<file path="config.mk">
export PLATFORM = sky130hd
export DESIGN_NAME = jedro_1_ifu_flat
export DESIGN_NICKNAME = d
export VERILOG_FILES = /design/src/rtl/jedro_1_ifu_if.sv /design/src/rtl/jedro_1_ifu.sv /design/src/flat_wrapper.sv
export SDC_FILE = /design/constraint.sdc
export NUM_CORES = 1
export LEC_CHECK = 0
export CORE_MARGIN = 3
export CORE_UTILIZATION = 45
export CTS_BUF_LIST = sky130_fd_sc_hd__clkbuf_4 sky130_fd_sc_hd__clkbuf_8 sky130_fd_sc_hd__clkbuf_16
export CTS_CLUSTER_DIAMETER = 150
export CTS_CLUSTER_SIZE = 40
export DETAILED_ROUTE_END_ITERATION = 8
export DONT_BUFFER_PORTS = 1
export MAX_ROUTING_LAYER = met4
export SETUP_SLACK_MARGIN = 0.05
export SYNTH_ARGS = -nofsm -noshare
export SYNTH_HDL_FRONTEND = slang
export SYNTH_SLANG_ARGS = --single-unit
</file>
<file path="constraint.sdc">
create_clock -name clk_i -period 5.3 [get_ports clk_i]
set_input_delay 1.59 -clock clk_i [delete_from_list [all_inputs] [get_ports clk_i]]
set_output_delay 1.59 -clock clk_i [all_outputs]
set_load 0.01 [all_outputs]
</file>
<file path="src/rtl/jedro_1_ifu_if.sv">
// Instruction-memory request/grant/rvalid bus between the fetch unit (master)
// and instruction memory (slave).
interface jedro_1_ifu_if #(
  parameter int unsigned DATA_WIDTH = 32
);
  logic                  req;
  logic [DATA_WIDTH-1:0] addr;
  logic                  gnt;
  logic                  rvalid;
  logic [DATA_WIDTH-1:0] rdata;

  modport master (output req, addr, input  gnt, rvalid, rdata);
  modport slave  (input  req, addr, output gnt, rvalid, rdata);
endinterface

</file>
<file path="src/rtl/jedro_1_ifu.sv">
// Fetch unit: owns the fetch PC, keeps one imem request in flight and buffers
// returned words in a 2-entry prefetch FIFO for the decoder.
module jedro_1_ifu #(
  parameter int unsigned           DATA_WIDTH = 32,
  parameter logic [DATA_WIDTH-1:0] BOOT_ADDR  = '0
) (
  input  logic                  clk_i,
  input  logic                  rstn_i,
  input  logic [DATA_WIDTH-1:0] jmp_addr_i,
  input  logic                  jmp_addr_valid_i,
  jedro_1_ifu_if.master         imem,
  output logic [DATA_WIDTH-1:0] instr_rdata_o,
  output logic [DATA_WIDTH-1:0] instr_addr_o,
  output logic                  instr_next_avail_o,
  input  logic                  instr_next_en_i
);

  localparam logic [1:0] S_REQ  = 2'd0;
  localparam logic [1:0] S_WAIT = 2'd1;
  localparam logic [1:0] S_DROP = 2'd2;

  typedef struct packed {
    logic [DATA_WIDTH-1:0] addr;
    logic [DATA_WIDTH-1:0] instr;
  } fifo_entry_t;

  logic [1:0]            state_q, state_d;
  logic [DATA_WIDTH-1:0] fetch_pc_q, fetch_pc_d;
  logic [DATA_WIDTH-1:0] req_addr_q, req_addr_d;
  fifo_entry_t [1:0]     fifo_q, fifo_d;
  logic                  rd_ptr_q, rd_ptr_d;
  logic                  wr_ptr_q, wr_ptr_d;
  logic [1:0]            count_q, count_d;

  logic redirect, req, gnt_hs, push, pop;

  assign redirect = jmp_addr_valid_i;
  // Reset gates the request so memory never sees one while rstn_i is low.
  assign req      = rstn_i & (state_q == S_REQ) & (count_q < 2'd2);
  assign gnt_hs   = req & imem.gnt;
  assign push     = (state_q == S_WAIT) & imem.rvalid & ~redirect;
  assign pop      = instr_next_avail_o & instr_next_en_i & ~redirect;

  assign imem.req           = req;
  assign imem.addr          = fetch_pc_q;
  assign instr_next_avail_o = (count_q != 2'd0);
  assign instr_rdata_o      = fifo_q[rd_ptr_q].instr;
  assign instr_addr_o       = fifo_q[rd_ptr_q].addr;

  always_comb begin
    fetch_pc_d = fetch_pc_q;
    req_addr_d = req_addr_q;
    state_d    = state_q;
    if (gnt_hs) begin
      fetch_pc_d = fetch_pc_q + DATA_WIDTH'(4);
      req_addr_d = fetch_pc_q;
    end
    if (redirect) fetch_pc_d = {jmp_addr_i[DATA_WIDTH-1:2], 2'b00};

    case (state_q)
      // A grant coinciding with a redirect fetches a word of the old stream.
      S_REQ:   if (gnt_hs) state_d = redirect ? S_DROP : S_WAIT;
      S_WAIT:  if (imem.rvalid) state_d = S_REQ;
               else if (redirect) state_d = S_DROP;
      S_DROP:  if (imem.rvalid) state_d = S_REQ;
      default: state_d = S_REQ;
    endcase
  end

  always_comb begin
    fifo_d   = fifo_q;
    rd_ptr_d = rd_ptr_q;
    wr_ptr_d = wr_ptr_q;
    count_d  = count_q;
    if (redirect) begin
      rd_ptr_d = 1'b0;
      wr_ptr_d = 1'b0;
      count_d  = 2'd0;
    end else begin
      // Never full on push: requests stop at count 2 and only one is in flight.
      if (push) begin
        fifo_d[wr_ptr_q].addr  = req_addr_q;
        fifo_d[wr_ptr_q].instr = imem.rdata;
        wr_ptr_d               = ~wr_ptr_q;
      end
      if (pop) rd_ptr_d = ~rd_ptr_q;
      case ({push, pop})
        2'b10:   count_d = count_q + 2'd1;
        2'b01:   count_d = count_q - 2'd1;
        default: count_d = count_q;
      endcase
    end
  end

  always_ff @(posedge clk_i or negedge rstn_i) begin
    if (!rstn_i) begin
      state_q    <= S_REQ;
      fetch_pc_q <= BOOT_ADDR;
      req_addr_q <= '0;
      fifo_q     <= '0;
      rd_ptr_q   <= 1'b0;
      wr_ptr_q   <= 1'b0;
      count_q    <= 2'd0;
    end else begin
      state_q    <= state_d;
      fetch_pc_q <= fetch_pc_d;
      req_addr_q <= req_addr_d;
      fifo_q     <= fifo_d;
      rd_ptr_q   <= rd_ptr_d;
      wr_ptr_q   <= wr_ptr_d;
      count_q    <= count_d;
    end
  end

endmodule

</file>
<file path="src/flat_wrapper.sv">
// flat-port wrapper written by rule: the top's interface ports become plain ports
module jedro_1_ifu_flat 
#(
  parameter int unsigned           DATA_WIDTH = 32,
  parameter logic [DATA_WIDTH-1:0] BOOT_ADDR  = '0
)
  (clk_i, rstn_i, jmp_addr_i, jmp_addr_valid_i, instr_rdata_o, instr_addr_o, instr_next_avail_o, instr_next_en_i, imem_req, imem_addr, imem_gnt, imem_rvalid, imem_rdata);
  jedro_1_ifu_if #(.DATA_WIDTH(DATA_WIDTH)) imem_i ();
  input  logic clk_i;
  input  logic rstn_i;
  input  logic [DATA_WIDTH-1:0] jmp_addr_i;
  input  logic jmp_addr_valid_i;
  output logic [DATA_WIDTH-1:0] instr_rdata_o;
  output logic [DATA_WIDTH-1:0] instr_addr_o;
  output logic instr_next_avail_o;
  input  logic instr_next_en_i;
  output wire logic [$bits(imem_i.req)-1:0] imem_req;
  output wire logic [$bits(imem_i.addr)-1:0] imem_addr;
  input wire logic [$bits(imem_i.gnt)-1:0] imem_gnt;
  input wire logic [$bits(imem_i.rvalid)-1:0] imem_rvalid;
  input wire logic [$bits(imem_i.rdata)-1:0] imem_rdata;
  assign imem_req = imem_i.req;
  assign imem_addr = imem_i.addr;
  assign imem_i.gnt = imem_gnt;
  assign imem_i.rvalid = imem_rvalid;
  assign imem_i.rdata = imem_rdata;
  jedro_1_ifu #(.DATA_WIDTH(DATA_WIDTH), .BOOT_ADDR(BOOT_ADDR)) u_core (.clk_i(clk_i), .rstn_i(rstn_i), .jmp_addr_i(jmp_addr_i), .jmp_addr_valid_i(jmp_addr_valid_i), .imem(imem_i), .instr_rdata_o(instr_rdata_o), .instr_addr_o(instr_addr_o), .instr_next_avail_o(instr_next_avail_o), .instr_next_en_i(instr_next_en_i));
endmodule
</file>
==> flow_summary_export.csv <==
group,metric,value,unit
status,status,"finished, final reports clean",
timing,final.min_clock_period,4.12,ns
setup_path,critPathKind,"primary input to output port",
global_route,overflow,0,
clocking,h-tree-depth,4,
logic_synthesis,syn_area,8460,um2
clocking,root_buffer,"clkbuf_16",
timing,final-hold-violation-count,0,
power_and_ir_drop,p_per_area,425,nW/um2
floorplan,die_w,143,um
setup_path,cp_num_buf_inv,1,
logic_synthesis,synth_top_family_by_area,"multiplexers",
route,drt-total-wl,17.8,mm
route,first_pass_iters,4,
power_and_ir_drop,p_leak,0.00418,uW
setup_path,critPathArrivalTime,2.53,ns
finish,area_growth,9.38,%
clocking,cts_resized,0,
global_route,grt_use_total,18.1,%
route,routed-via-count,4807,
global_route,antenna_found_initial,0,
timing,max_freq,243,MHz
timing,holdWs,0.500,ns
power_and_ir_drop,switching_share,27.1,%
logic_synthesis,synth.mux.area_fraction,29.0,%
clocking,hold_buffers,0,
min_path,min_from,"u_core.fifo_q[68]",
setup_path,end_kind,"output port",
power_and_ir_drop,irDropWorstVdd,0.000229,V
logic_synthesis,synth_top_area_share,56.2,%
floorplan,core-area,18200,um2
logic_synthesis,synth.area.top_cells,"dfrtp_1, mux2_2, xor2_1, nand2_1, o21ai_0",
finish,layout_commonest_cell,"mux2_2",
power_and_ir_drop,pwr-share-seq,49.6,%
clocking,insertion_delay,0.42,ns
global_route,grt.busiest_layer,"met2",
placement,dp_hpwl,11.9,mm
clocking,clock-sinks,190,
logic_synthesis,synth-seq-cells,190,
global_route,grt_first_pass_wirelength,27.7,mm
timing,tightest_slew,0.974,ns
route,drc,0,
logic_synthesis,synth_compound_area_share,2.35,%
global_route,grt_pass1_vias,5100,
clocking,cts_setup_buffers,0,
logic_synthesis,yosysWarnings,0,
placement,io_buffers,0,
logic_synthesis,syn_inst,621,
timing,finClkSkew,0.00853,ns
route,wl_per_cell,20.8,um
finish,mostFrequentLayoutCells,"mux2_2, dfrtp_1, nand2_1",
clocking,cts_tree,"yes",
floorplan,die_h,143,um
timing,post-route-period-util,77.7,%
setup_path,crit_chain,"or4b_1 -> clkinv_4",
clocking,clk_path_buf_depth,2,
floorplan,start_util,46.4,%
power_and_ir_drop,pwr-share-comb,17.8,%
logic_synthesis,synth_top_cell_by_area,"dfrtp_1",
finish,seqCellArea,4760,um2
finish,insertedDiodeCount,0,
logic_synthesis,synthSimpleGateAreaFrac,7.01,%
clocking,numCtsBuffers,17,
clocking,path_clk_slew,0.07,ns
logic_synthesis,yosysSeqAreaShare,56.2,%
finish,fin_util,50.8,%
logic_synthesis,synthXorXnorAreaFrac,3.11,%
route,routed_via_density,5.61,
logic_synthesis,synthAdderAreaFrac,0.148,%
setup_path,crit_path_max_incr_delay,0.68,ns
setup_path,critPathLaunchType,"primary input",
power_and_ir_drop,p_int,2870,uW
route,drt_iter0_markers,217,
finish,nets,686,
logic_synthesis,yosysUniqueCellTypes,43,
setup_path,slowest_stage,"or4b_1",
setup_path,crit_required,3.71,ns
finish,fillerInstances,1540,
run,drv_cap,0,
timing,setup-tns-final,0,ns
global_route,use_met3,6.73,%
logic_synthesis,ys.flop_type,"dfrtp_1",
global_route,grt_util_met2,29.2,%
logic_synthesis,synth_edf_count,0,
placement,gp_congestion,0.784,
finish,drive_gt1_share,42.5,%
floorplan,die_area,20500,um2
setup_path,timing.rr.start,"u_core.state_q[0]",
logic_synthesis,synth.avg_cell_area,13.6,um2
floorplan,io_pins,168,
timing,setup_violations,0,
timing,maxSlewHeadroom,34.9,%
setup_path,cp_max_fo,191,
timing,maxSlewViolCount,0,
power_and_ir_drop,clockPowerShare,32.6,%
global_route,grt_max_degree,192,
setup_path,startpoint,"rstn_i",
power_and_ir_drop,power_switching,1060,uW
global_route,grt_use_met1,21.1,%
logic_synthesis,postSynth.asyncResetShare,100,%
min_path,hp-class,"register to register",
route,ant_nets,0,
setup_path,cp_top_family,"simple AND/OR/NAND/NOR gates",
timing,grt_setup_unrepaired,"false",
floorplan,row_count,49,
finish,multi_input_area,3540,um2
## flip-flops by register name (all words and copies together), names as in the netlist
signal / flops
u_core.fifo_q: 124
u_core.imem.addr: 30
u_core.req_addr_q: 30
u_core.count_q: 2
u_core.state_q: 2
u_core.rd_ptr_q: 1
u_core.wr_ptr_q: 1
## power groups by stage
| stage | sequential [uW] | clock, uW | combinational (uW) |
|---|---|---|---|
| global route | 1990 | 1380 | 757 |
| global placement | 1950 | 0 | 692 |
| CTS | 1960 | 1320 | 716 |
| detailed placement | 1980 | 0 | 711 |
| finish | 1950 | 1280 | 700 |
| floorplan | 1910 | 0 | 614 |
## synth_stat cells (2+ instances only)
cell,instances
and3_1,5
inv_1,2
a31oi_1,2
nor2_1,9
and4_1,4
nor4_1,6
o21ai_0,27
dfrtp_1,190
mux2_2,217
clkbuf_1,16
o21ai_2,2
a21oi_1,3
xor2_1,17
nor2b_1,3
xnor2_1,13
or3_1,3
nor4_4,2
nand4_1,8
buf_1,7
buf_4,4
nand2b_1,2
nand3_1,11
nor3_1,4
and2b_1,2
nand2_1,39
buf_2,6
## worst paths after layout
path / to / cells past startpoint / slack, ns
min in group asynchronous: u_core.fifo_q[18] / 0 / 0.86
min reg2reg: u_core.fifo_q[68] / 1 / 0.50
min: u_core.fifo_q[68] / 1 / 0.50
max reg2reg: u_core.req_addr_q[6] / 4 / 2.78
max: imem_req / 2 / 1.18
max in group asynchronous: u_core.imem.addr[22] / 0 / 4.23
## kinds of logic after synthesis
family,Yosys count
fa+ha+maj,1
xor+xnor,30
mux,218
other cells,1
buf+inv,38
flops,190
compound gates,37
simple gates,106
## layer usage
layer	vias to the layer above	part of all wire, %
met5	-	0
met4	0	1.6
met2	123	48
li1	2197	-
met3	20	8.3
met1	2467	42
## area by class of cell
cell class	instances	area share (%)
Clock buffer	20	5.05
Inverter	4	0.216
Multi-Input combinational cell	396	38.3
Tap cell	229	3.10
Sequential cell	190	51.4
Clock inverter	12	1.45
Timing Repair Buffer	6	0.487
## stage by stage
| stage | cell area (um2) | instances | setup WS (ns) | total power (uW) |
|---|---|---|---|---|
| finish | 9250 | 857 | 1.18 | 3930 |
| global route | 9250 | 857 | 1.18 | 4130 |
| floorplan | 8470 | 624 | 1.47 | 2520 |
| detailed placement | 8650 | 825 | 1.25 | 2690 |
| CTS | 9250 | 857 | 1.24 | 3990 |
| global placement | 8650 | 825 | 1.27 | 2650 |
Power figures use the tool's default switching activity.
